## src/rtl/hazard_detection_unit.sv

```systemverilog
// ID-stage stall/flush controller: stalls on hazards forwarding cannot cover, flushes IF/ID on
// taken branches and jumps. Define HAZARD_STATS_EN to enable saturating stall/flush counters.
module hazard_detection_unit #(
   parameter int unsigned REG_W = 5,
   parameter int unsigned CNT_W = 32
) (
   input  logic             clk,
   input  logic             rst_n,
   input  logic             ID_EX_MemRead,
   input  logic             ID_EX_RegWrite,
   input  logic [REG_W-1:0] ID_EX_RegisterRd,
   input  logic             EX_MEM_MemRead,
   input  logic [REG_W-1:0] EX_MEM_RegisterRd,
   input  logic [REG_W-1:0] IF_ID_RegisterRs,
   input  logic [REG_W-1:0] IF_ID_RegisterRt,
   input  logic             IF_ID_UsesRt,
   input  logic             beq,
   input  logic             bne,
   input  logic             branch_taken,
   input  logic             jump,
   output logic             PCWrite,
   output logic             IF_ID_Write,
   output logic             ID_EX_Bubble,
   output logic             IF_ID_Flush,
   output logic [CNT_W-1:0] stall_cycles,
   output logic [CNT_W-1:0] flush_count
);

   typedef enum logic {StRun, StHold} state_t;

   state_t     state_q;
   logic [1:0] rem_q;

   logic is_branch, match_ex, match_mem;
   logic lu, ba, bl1, bl2, hazard, stall, flush;

   always_comb begin
      is_branch = beq | bne;
      match_ex  = (ID_EX_RegisterRd != '0) &&
                  ((ID_EX_RegisterRd == IF_ID_RegisterRs) ||
                   (IF_ID_UsesRt && (ID_EX_RegisterRd == IF_ID_RegisterRt)));
      match_mem = (EX_MEM_RegisterRd != '0) &&
                  ((EX_MEM_RegisterRd == IF_ID_RegisterRs) ||
                   (IF_ID_UsesRt && (EX_MEM_RegisterRd == IF_ID_RegisterRt)));
      lu     = ID_EX_MemRead & match_ex;
      ba     = is_branch & ID_EX_RegWrite & ~ID_EX_MemRead & match_ex;
      bl1    = is_branch & ID_EX_MemRead & match_ex;
      bl2    = is_branch & EX_MEM_MemRead & match_mem;
      hazard = (state_q == StRun) & (lu | ba | bl1 | bl2);
      // Reset gates the outputs so they take run values while rst_n is low.
      stall  = rst_n & ((state_q == StHold) | hazard);
      flush  = rst_n & ~stall & ((is_branch & branch_taken) | jump);
   end

   assign PCWrite      = ~stall;
   assign IF_ID_Write  = ~stall;
   assign ID_EX_Bubble = stall;
   assign IF_ID_Flush  = flush;

   // rem holds the stall cycles still owed after the current one.
   always_ff @(posedge clk or negedge rst_n) begin
      if (!rst_n) begin
         state_q <= StRun;
         rem_q   <= 2'd0;
      end else begin
         unique case (state_q)
            StRun: begin
               if (hazard) begin
                  if (bl1) begin
                     rem_q   <= 2'd1;
                     state_q <= StHold;
                  end else begin
                     rem_q   <= 2'd0;
                  end
               end
            end
            StHold: begin
               rem_q <= rem_q - 2'd1;
               if (rem_q == 2'd1) state_q <= StRun;
            end
            default: begin
               state_q <= StRun;
               rem_q   <= 2'd0;
            end
         endcase
      end
   end

`ifdef HAZARD_STATS_EN
   logic [CNT_W-1:0] stall_q, flush_q;

   always_ff @(posedge clk or negedge rst_n) begin
      if (!rst_n) begin
         stall_q <= '0;
         flush_q <= '0;
      end else begin
         if (stall && (stall_q != '1)) stall_q <= stall_q + 1'b1;
         if (flush && (flush_q != '1)) flush_q <= flush_q + 1'b1;
      end
   end

   assign stall_cycles = stall_q;
   assign flush_count  = flush_q;
`else
   assign stall_cycles = '0;
   assign flush_count  = '0;
`endif

endmodule
```

## config.mk

```make
export PLATFORM = sky130hd
export DESIGN_NAME = hazard_detection_unit
export DESIGN_NICKNAME = d
export VERILOG_FILES = /design/src/rtl/hazard_detection_unit.sv
export SDC_FILE = /design/constraint.sdc
export NUM_CORES = 1
export LEC_CHECK = 0
export BUFFER_PORTS_ARGS = -buffer_cell sky130_fd_sc_hd__buf_2
export CORE_ASPECT_RATIO = 1.75
export CORE_MARGIN = 2
export CORE_UTILIZATION = 30
export CTS_CLUSTER_SIZE = 16
export DETAILED_ROUTE_END_ITERATION = 8
export PLACE_DENSITY = 0.69
export SYNTH_ARGS = -nofsm -noshare
export SYNTH_HDL_FRONTEND = slang
export SYNTH_SLANG_ARGS = --single-unit
```

## constraint.sdc

```tcl
create_clock -name clk -period 1.9 [get_ports clk]
set_clock_uncertainty 0.05 [all_clocks]
set_input_delay 0.19 -clock clk [delete_from_list [all_inputs] [get_ports clk]]
set_output_delay 0.19 -clock clk [all_outputs]
set_load 0.02 [all_outputs]
```

Yosys cells after proc, flatten, opt, wreduce, memory -nomap -nowiden
Index checks and enable logic that the tools add are counted.
- output and inout bits: 68
- word-level logic and storage cells: 46
- flip-flop bits (word level): 3
- input bits: 30
- add/sub/neg operators: 1
- reductions and logical operators: 8
- bitwise logic cells: 22
- equality and inequality tests: 6
- mux-type cells: 7
- operators by type and width (cell ; number):
    $eq 5x5->1 ; 4
    $and 1x1->1 ; 13
    $reduce_bool 5->1 ; 2
    $or 1x1->1 ; 6
    $logic_and 1x1->1 ; 4
    $mux 1 ; 4
    $pmux 2 s2 ; 1
    $not 1->1 ; 3
    $eq 2x1->1 const B ; 1
    $logic_or 1x1->1 ; 2
    $mux 2 ; 1
    $ne 2x2->1 const B ; 1
    $pmux 1 s2 ; 1
    $sub 2x1->2 const B ; 1

Logic depth before layout (Yosys ltp)
Gate-level depths: netlist (run 1).
- word-level depth: 14
- mapped depth: 6
- gate-level depth less buffers: 5

Worst setup path before layout (run 1)
No wires, ideal clock.
- path kind: in2out
- start point: in ID_EX_RegisterRd[4]
- end point: out PCWrite
- buffers on the path: 1
- path slack: 198 ps
- stages on the path: 6
- data required time: 1660 ps
- arrival time: 1462 ps
- cells stage by stage: xor2_1 nor4_2 a32oi_1 o221ai_2 nand2_1 buf_4
- word-level cells in the longest chain between the ends: 12
- elaborated cells on any way between the ends: 16
- classes of those cells: eq/ne: 2; bitwise: 10; reduce/logical: 4
- RTL lines (item ; RTL line ; text):
    start, declared ; 11 ; input logic [REG_W-1:0] ID_EX_RegisterRd,
    $eq 5x5->1 ; 41 ; (IF_ID_UsesRt && (ID_EX_RegisterRd == IF_ID_RegisterRt)));
    $logic_and 1x1->1 ; 41 ;
    $logic_or 1x1->1 ; 40 ; ((ID_EX_RegisterRd == IF_ID_RegisterRs) ||
    $logic_and 1x1->1 * ; 39 ; match_ex = (ID_EX_RegisterRd != '0) &&
    $and 1x1->1, on equally long branches ; 45, 46 ;
    $or 1x1->1 ; 49 ; hazard = (state_q == StRun) & (lu | ba | bl1 | bl2);
    $or 1x1->1 * (2 in series) ; 49 ;
    $and 1x1->1 * ; 49 ;
    $or 1x1->1 * ; 51 ; stall = rst_n & ((state_q == StHold) | hazard);
    $and 1x1->1 * ; 51 ;
    $not 1->1 * ; - ;
    end, declared ; 21 ; output logic PCWrite,
Every way passes the cells marked *; elsewhere a longest branch is shown, timed or not.

Worst setup path after layout (run 1)
- start point: in ID_EX_RegisterRd[0]
- end point: out ID_EX_Bubble
- word-level cells in the longest chain between the ends: 11
- elaborated cells on any way between the ends: 15
- classes of those cells: eq/ne: 2; bitwise: 9; reduce/logical: 4
- RTL lines (item ; RTL line ; text):
    $eq 5x5->1 ; 41 ;
    $logic_and 1x1->1 ; 41 ;
    $logic_or 1x1->1 ; 40 ;
    $logic_and 1x1->1 * ; 39 ;
    $and 1x1->1, on equally long branches ; 45, 46 ;
    $or 1x1->1 ; 49 ;
    $or 1x1->1 * (2 in series) ; 49 ;
    $and 1x1->1 * ; 49 ;
    $or 1x1->1 * ; 51 ;
    $and 1x1->1 * ; 51 ;
    end, declared ; 23 ; output logic ID_EX_Bubble,
Marks and branches as above.

==> run metrics, run 1 <==
status finished clean; Synth cell types 27; drt wl/cell 8.87 um; Via Count 700; setup tns final 0 ps; total core area 0.00311 mm^2; worst reg2reg path startpoint state_q$_DFF_PN0_; die area 0.00369 mm^2; cell area after synthesis 961 um^2; Seq/Total Area, Yosys 7.81%; max cap viols 0; crit path from ID_EX_RegisterRd[0]; vias in the first global route 583; worst path cell trace buf_2, xor2_1, nor4_2, a32oi_1, o221ai_2, and2_1, buf_2; number of synthesis warnings 0; Clock transition at path regs 30 ps; Syn Inst Count 120; Net Sw Power 0.000286 W; final instance area 986 um^2; post-route clock period utilization 97.6%; Area after DPL 928 um^2; Initial Utilization 30.9%; H-tree levels 1; die height 78.9 um; Detailed Place HPWL 1550 um; cts bufs inserted 3; Yosys reg bits 3; share of layout cells above drive strength 1 28.8%; Final Hold Fails 0; I/O Pins 98; fmax 0.539 GHz; Die X 46.8 um; Worst setup EP type primary output; Hold Path Class input port to async pin; Finish-stage setup viols 0; most common cell after layout, fill and taps aside conb_1; Iter 0 DRT Violations 1; Longest Clk Path Bufs 2; Data arrival, critical path 1610 ps; drt drc 0; overall routed net length 1770 um; initial antenna violation count 0; IO buf count 33; GPL Wtd Cong 0.736; Mean Syn Cell Area 8.01 um^2; largest net degree at the start of global routing 7; Logic pwr share 53.4%; Slew Viols, Final 0; Peak VDD IR 0.224 mV; grt ovf 0; Final ANT Viol Nets 0; CP max stage delay 350 ps; Root Buffer clkbuf_8; most used cell, CP buf_2; TritonRoute pass-1 iters 2; # rows 27; leak pwr 0.553 nW; CP required 1660 ps; nets@finish 188; switch share 46.7%; Clk Latency, worst-skew pair 220 ps; CTS tree yes; # diodes 0; WS Path Type input port to primary output; Total Routing Usage GR 8.48%; Clk pwr share 30.6%; CTS Sinks 3; worst-path maximum fanout 5; Pint 0.000327 W; min cycle time layout 1850 ps; post-CTS setup buffers 0; CP Launch Type input port; global-route wire length before repair 2260 um; Worst path slowest cell o221ai_2; RSZ-0062 raised after global routing yes; Vias per Instance 3.52; Layout area overhead 2.60%; most frequent cells in the layout conb_1 (64), buf_2 (32), xor2_1 (18); pwr dens 622 mW/mm^2; Sequential Power Share 16.0%
[registers in the layout, summed over array words and instances (netlist names)]
| signal | cells |
|---|---|
| rem_q | 2 |
| state_q | 1 |
[worst paths after layout]
check / to / slack [ps] / cells past startpoint
max: ID_EX_Bubble / 50 / 7
min: state_q$_DFF_PN0_ / 270 / 2
max reg2reg: rem_q[0]$_DFFE_PN0P_ / 730 / 4
min reg2reg: rem_q[1]$_DFFE_PN0P_ / 480 / 2
max in group asynchronous: rem_q[0]$_DFFE_PN0P_ / 1400 / 2
min in group clk: state_q$_DFF_PN0_ / 300 / 4
[through the flow]
| step | worst slack [ps] | utilization, % | cells | total power [W] | hold slack [ps] |
|---|---|---|---|---|---|
| detailed placement | 66.1 | 29.9 | 194 | 0.000417 | -46.3 |
| CTS | 58.9 | 31.6 | 199 | 0.000616 | 262 |
| floorplan | 198 | - | 183 | 0.000442 | -156 |
| global route | -59.6 | 31.7 | 199 | 0.000659 | 295 |
| finish | 45.9 | 31.7 | 199 | 0.000613 | 270 |
| global placement | 75.5 | 29.9 | 194 | 0.000415 | -46.8 |
[kinds of logic (layout without fill, tap and decap cells)]
group	after synthesis	count (layout)	share of synthesized area (%)
adder cells (fa/ha/maj)	1	1	1.30
other	1	64	0.390
AO/OA/AOI/OAI	9	9	7.94
flip-flops	3	3	7.81
buffers and inverters	68	41	52.0
AND/OR/NAND/NOR	18	18	12.4
XOR/XNOR	20	20	18.2
[metal layers]
metal	track usage, %	up-vias	routed length [um]
met5	0	-	0
met4	3.33	0	12
met3	2.73	2	299
met2	16.7	68	955
met1	6.89	300	497
li1	-	330	-
[cell usage after synthesis]
| cell type | n | area, um^2 |
|---|---|---|
| or2_4 | 1 | 8.76 |
| nor2_2 | 1 | 6.26 |
| nand3_1 | 1 | 5.00 |
| nor3b_2 | 1 | 12.5 |
| nor2_1 | 2 | 7.51 |
| xnor2_1 | 2 | 17.5 |
| nor4_2 | 1 | 12.5 |
| o221ai_2 | 1 | 15.0 |
| or2_2 | 1 | 6.26 |
| inv_1 | 3 | 11.3 |
| and2_1 | 1 | 6.26 |
| nand2_1 | 3 | 11.3 |
| o211ai_2 | 1 | 12.5 |
| buf_4 | 65 | 488 |
| xor2_1 | 18 | 158 |
| or3_4 | 1 | 11.3 |
| nor3_1 | 2 | 10.0 |
| o21ai_2 | 1 | 8.76 |
| nor4_1 | 1 | 6.26 |
| a32oi_1 | 2 | 17.5 |
| conb_1 | 1 | 3.75 |
| dfrtp_1 | 3 | 75.1 |
| o211ai_1 | 1 | 7.51 |
| ha_1 | 1 | 12.5 |
| o21ai_1 | 1 | 5.00 |
| a21oi_1 | 2 | 10.0 |
| or4_1 | 2 | 15.0 |
[worst max-delay path, delay by kind of cell]
family	cells	cell delay [ps]
xor+xnor	1	170
buf+inv	2	280
simple gates	2	430
compound gates	2	530
[what timing repair did]
item / in CTS / in global routing
gates resized for setup: 0 / 1
hold buffers: 1 / 0
endpoints found under the setup margin: 0 / 1
endpoints found under the hold margin: 3 / 0
[area by class of cell]
| cell class | count | area [um^2] |
|---|---|---|
| Inverter | 3 | 11.3 |
| Sequential cell | 3 | 75.1 |
| Multi-Input combinational cell | 112 | 623 |
| Fill cell | 348 | 2120 |
| Timing Repair Buffer | 34 | 178 |
| Clock buffer | 4 | 45.0 |
| Tap cell | 43 | 53.8 |
[power by group through the flow]
stage / registers [W] / clock network, W / logic (W)
global placement: 0.0000985 / 0 / 0.000316
floorplan: 0.0000956 / 0 / 0.000346
CTS: 0.0000989 / 0.000192 / 0.000325
detailed placement: 0.0000990 / 0 / 0.000318
finish: 0.0000983 / 0.000188 / 0.000327
global route: 0.0000999 / 0.000197 / 0.000362
Power figures use the tool's default switching activity.
==> inputs of run 2 (changes only) <==
--- a/config.mk
+++ b/config.mk
@@ -12,6 +12,7 @@
 export CTS_CLUSTER_SIZE = 16
 export DETAILED_ROUTE_END_ITERATION = 8
 export PLACE_DENSITY = 0.69
+export RECOVER_POWER = 25
 export SYNTH_ARGS = -nofsm -noshare
 export SYNTH_HDL_FRONTEND = slang
 export SYNTH_SLANG_ARGS = --single-unit
==> run metrics, run 2 (synthesis gave the netlist of run 1 again) <==
global-route wire length before repair 2260 um (unchanged); post-layout total power 0.000613 W (about the same); post-route clock period utilization 97.6% (unchanged); drt drc 0 (unchanged); Clk Latency, worst-skew pair 220 ps (about the same); largest net degree at the start of global routing 7 (unchanged); worst path buffer plus inverter count 2 (unchanged); Slew Viols, Final 0 (unchanged); leak pwr 0.550 nW (-0.50%); Net Sw Power 0.000286 W (about the same); # diodes 0 (unchanged); post-place setup slack 66.1 ps (unchanged); pwr dens 623 mW/mm^2 (about the same); fmax 0.539 GHz (unchanged); hold path startpoint ID_EX_MemRead; Biggest register rem_q; Die X 46.8 um (unchanged); overall routed net length 1770 um (unchanged); Vias per Instance 3.52 (unchanged); Pint 0.000327 W (-0.10%); max reg flops 2 (unchanged); I/O Pins 98 (unchanged); Detailed Place HPWL 1550 um (unchanged); RSZ-0062 raised after global routing yes; post-CTS setup buffers 0 (unchanged); WS Path Type input port to primary output; GPL Wtd Cong 0.736 (unchanged); IO buf count 33 (unchanged); WHS 301 ps (+31.5 ps); most used cell, CP buf_2; die area 0.00369 mm^2 (unchanged); initial antenna violation count 0 (unchanged); nets@finish 188 (unchanged); crit path from ID_EX_RegisterRd[0]; vias in the first global route 583 (unchanged); Worst path slowest cell o221ai_2; Sequential Power Share 16.0% (about the same); TritonRoute pass-1 iters 2 (unchanged); Finish-stage setup viols 0 (unchanged); Data arrival, critical path 1610 ps (about the same); cts bufs inserted 3 (unchanged); most frequent cells in the layout conb_1 (64), buf_2 (31), xor2_1 (18); worst setup margin 45.9 ps (unchanged); min cycle time layout 1850 ps (unchanged); Final ANT Viol Nets 0 (unchanged); worst path cell trace buf_2, xor2_1, nor4_2, a32oi_1, o221ai_2, and2_1, buf_2; Via Count 700 (unchanged); Root Buffer clkbuf_8; # rows 27 (unchanged); Hold Path Class input port to flip-flop; Clk pwr share 30.6% (about the same); CTS tree yes; grt ovf 0 (unchanged); Total Routing Usage GR 8.48% (unchanged); CP max stage delay 350 ps (about the same); worst reg2reg path startpoint state_q$_DFF_PN0_; share of layout cells above drive strength 1 28.2% (-0.64 points); total core area 0.00311 mm^2 (unchanged); CTS Sinks 3 (unchanged); Iter 0 DRT Violations 1 (unchanged); Filler Cells Inserted 349 (+0.29%); most common cell after layout, fill and taps aside conb_1; Regs by FF count rem_q: 2 flops, state_q: 1 flops; status finished clean; Worst setup EP type primary output; die height 78.9 um (unchanged); max cap viols 0 (unchanged); Layout area overhead 2.47%; Longest Clk Path Bufs 2 (unchanged); worst-path maximum fanout 5 (unchanged); Final Hold Fails 0 (unchanged); drt wl/cell 8.87 um (unchanged); Logic pwr share 53.3% (about the same); Clock transition at path regs 30 ps (about the same); H-tree levels 1 (unchanged); Peak VDD IR 0.223 mV (-0.41%); CP required 1660 ps (about the same); Initial Utilization 30.9% (unchanged); Top Family by Delay on Critical Path compound AO/OA/AOI/OAI gates; switch share 46.7% (about the same); CP Launch Type input port
run 2: changes by cell type in the layout (fill, tap and decap cells not counted), sizes merged:
| cell | before | now |
|---|---|---|
| buf | 33 | 32 |
| clkbuf | 4 | 5 |
run 2: stage by stage:
stage,instances,area (um^2),util (%),TNS (ps)
after detailed placement,194,928,29.9,0
final,199,985,31.7,0
after global placement,194,928,29.9,0
after floorplan,183,1200,-,0
after global routing,199,985,31.7,-72.4
after CTS,199,983,31.6,0
run 2: cell type report:
cell class / instances / area (um^2) / share of cell area [%]
Clock buffer: 4 / 45.0 / 4.57
Inverter: 3 / 11.3 / 1.14
Multi-Input combinational cell: 112 / 623 / 63.3
Sequential cell: 3 / 75.1 / 7.62
Tap cell: 43 / 53.8 / 5.46
Timing Repair Buffer: 34 / 176 / 17.9
run 2: power by group through the flow:
| stage | registers, W | clock network (W) | logic, W |
|---|---|---|---|
| final | 0.0000982 | 0.000188 | 0.000327 |
| after global routing | 0.0000999 | 0.000197 | 0.000361 |
| after CTS | 0.0000989 | 0.000192 | 0.000325 |
| after detailed placement | 0.0000990 | 0 | 0.000318 |
| after global placement | 0.0000985 | 0 | 0.000316 |
| after floorplan | 0.0000956 | 0 | 0.000346 |
run 2: worst min-delay path, delay by kind of cell:
family / cells / cell delay, ps
AOI/OAI and AO/OA: 1 / 40
and+or+nand+nor: 2 / 180
buffers and inverters: 1 / 110
run 2: worst paths after layout:
check	endpoint	slack, ps	depth (start not counted)
worst min register to register	rem_q[1]$_DFFE_PN0P_	480	2
worst max-delay path	ID_EX_Bubble	50	7
worst max register to register	rem_q[0]$_DFFE_PN0P_	730	4
min in group asynchronous	state_q$_DFF_PN0_	310	2
worst min-delay path	state_q$_DFF_PN0_	300	4
max in group asynchronous	rem_q[0]$_DFFE_PN0P_	1280	2
run 2: routing by layer:
layer	GRT usage, %	vias up	wire, um
met2	16.7	68	955
met3	2.73	2	298
met4	3.33	0	12
li1	-	330	-
met1	6.89	300	499
met5	0	-	0
run 2: repair_timing:
action | in CTS | in global routing
gates resized for setup | 0 | 1
setup endpoints to repair | 0 | 1
hold buffers | 1 | 0
endpoints found under the hold margin | 3 | 0
==> inputs of run 3 (changes only) <==
--- a/config.mk
+++ b/config.mk
@@ -11,8 +11,10 @@
 export CORE_UTILIZATION = 30
 export CTS_CLUSTER_SIZE = 16
 export DETAILED_ROUTE_END_ITERATION = 8
+export GPL_TIMING_DRIVEN = 1
 export PLACE_DENSITY = 0.69
 export RECOVER_POWER = 25
+export REMOVE_ABC_BUFFERS = 1
 export SYNTH_ARGS = -nofsm -noshare
 export SYNTH_HDL_FRONTEND = slang
 export SYNTH_SLANG_ARGS = --single-unit
==> run metrics, run 3 (synthesis gave the netlist of run 1 again) <==
Vias per Instance 3.59 (+1.9%); drt wl/cell 8.93 um (+0.63%); Regs by FF count rem_q: 2 flops, state_q: 1 flops; CP max stage delay 540 ps (+190 ps); Area after DPL 928 um^2 (unchanged); Longest Clk Path Bufs 2 (unchanged); IO buf count 33 (unchanged); max cap viols 0 (unchanged); Hold Path Class input port to async pin; worst-path maximum fanout 5 (unchanged); Root Buffer clkbuf_8; CTS tree yes; min cycle time layout 1850 ps (-6.28 ps); Top Family by Delay on Critical Path simple AND/OR/NAND/NOR gates; Final ANT Viol Nets 0 (unchanged); worst path buffer plus inverter count 2 (unchanged); grt ovf 0 (unchanged); largest net degree at the start of global routing 7 (unchanged); Clk Latency, worst-skew pair 210 ps (about the same); Clk pwr share 29.4% (-1.2 points); overall routed net length 1790 um (+1.1%); post-layout util 32.6% (+0.89 points); total core area 0.00311 mm^2 (unchanged); Clock transition at path regs 30 ps (about the same); most frequent cells in the layout conb_1 (64), buf_2 (29), xor2_1 (18); vias in the first global route 589 (+1.0%); Filler Cells Inserted 375 (+7.4%); share of layout cells above drive strength 1 29.3% (+1.1 points); post-route clock period utilization 97.3% (-0.33 points); I/O Pins 98 (unchanged); most common cell after layout, fill and taps aside conb_1; Detailed Place HPWL 1640 um (+5.7%); switch share 45.2% (-1.5 points); Data arrival, critical path 1610 ps (about the same); # rows 27 (unchanged); H-tree levels 1 (unchanged); leak pwr 0.563 nW (+2.3%); FF-to-FF setup slack 740 ps (about the same); Final Hold Fails 0 (unchanged); CTS Sinks 3 (unchanged); final instance area 0.00101 mm^2 (+2.8%); Via Count 717 (+2.4%); global-route wire length before repair 2330 um (+2.7%); Total Routing Usage GR 8.61% (+0.13 points); Pint 0.000336 W (+2.9%); CP Launch Type input port; Logic pwr share 54.8% (+1.5 points); worst path cell trace buf_2, or4_1, nor2_2, or2_2, o221ai_2, nor3b_2, buf_4; Die X 46.8 um (unchanged); Finish-stage setup viols 0 (unchanged); cts bufs inserted 3 (unchanged); Layout area overhead 5.34%; Net Sw Power 0.000277 W (-3.2%); CP required 1660 ps (about the same); Slew Viols, Final 0 (unchanged); status finished clean; RSZ-0062 raised after global routing yes; die height 78.9 um (unchanged); Initial Utilization 30.9% (unchanged); initial antenna violation count 0 (unchanged); Peak VDD IR 0.233 mV (+4.5%); pwr dens 606 mW/mm^2 (-2.7%); TritonRoute pass-1 iters 3 (+1); die area 0.00369 mm^2 (unchanged); fmax 0.541 GHz (+0.34%); drt drc 0 (unchanged); # diodes 0 (unchanged); Iter 0 DRT Violations 8 (+7); Biggest register rem_q; Sequential Power Share 15.8% (-0.2 points); Worst setup EP type primary output; GPL Wtd Cong 0.811 (+10%); Worst path slowest cell or4_1; WS Path Type input port to primary output; max reg flops 2 (unchanged); nets@finish 189 (+0.53%)
-- run 3: cell count changes in the layout (fill, tap and decap cells not counted) --
cell / change
or4_4: +1
buf_4: +1
buf_8: +1
or4_1: -1
buf_2: -2
buf_6: +1
-- run 3: repair_timing --
item                                   4_1_cts  5_1_grt
resized for setup                            0        7
buffers inserted                             0        1
hold buffers                                 1        0
setup endpoints to repair                    0        4
endpoints found under the hold margin        3        0
-- run 3: routing by layer --
layer | wire length [um] | global-route usage [%] | up-vias
met5 | 0 | 0 | -
met4 | 0 | 2.50 | 0
met3 | 383 | 4.55 | 0
met2 | 899 | 15.9 | 79
met1 | 503 | 7.45 | 306
li1 | - | - | 332
-- run 3: final cells by class --
type / count / area (um^2) / area share (%)
Clock buffer: 4 / 45.0 / 4.45
Sequential cell: 3 / 75.1 / 7.42
Multi-Input combinational cell: 112 / 627 / 61.9
Inverter: 3 / 11.3 / 1.11
Tap cell: 43 / 53.8 / 5.32
Timing Repair Buffer: 35 / 200 / 19.8
-- run 3: stage by stage --
stage | power [W] | std cells | setup slack (ps) | TNS (ps) | hold WS (ps)
finish | 0.000613 | 200 | 52.2 | 0 | 312
global route | 0.000666 | 200 | -30.8 | -30.8 | 332
CTS | 0.000606 | 199 | 78.4 | 0 | 270
detailed placement | 0.000418 | 194 | 80.5 | 0 | -47.3
global placement | 0.000415 | 194 | 76.0 | 0 | -47.0
floorplan | 0.000336 | 118 | 247 | 0 | -156
-- run 3: path summary, 6_finish.rpt --
kind | from | to | cells past startpoint
worst max-delay path | ID_EX_RegisterRd[1] | IF_ID_Flush | 7
worst min-delay path | rst_n | rem_q[1]$_DFFE_PN0P_ | 2
worst max register to register | state_q$_DFF_PN0_ | rem_q[0]$_DFFE_PN0P_ | 4
worst min register to register | state_q$_DFF_PN0_ | rem_q[1]$_DFFE_PN0P_ | 2
max in group asynchronous | rst_n | state_q$_DFF_PN0_ | 2
min in group clk | ID_EX_MemRead | state_q$_DFF_PN0_ | 4
-- run 3: power groups by stage --
stage / logic (W) / clock network [W] / registers [W]
floorplan: 0.000241 / 0 / 0.0000956
CTS: 0.000323 / 0.000186 / 0.0000974
finish: 0.000336 / 0.000180 / 0.0000969
detailed placement: 0.000320 / 0 / 0.0000980
global route: 0.000372 / 0.000194 / 0.0000997
global placement: 0.000317 / 0 / 0.0000985
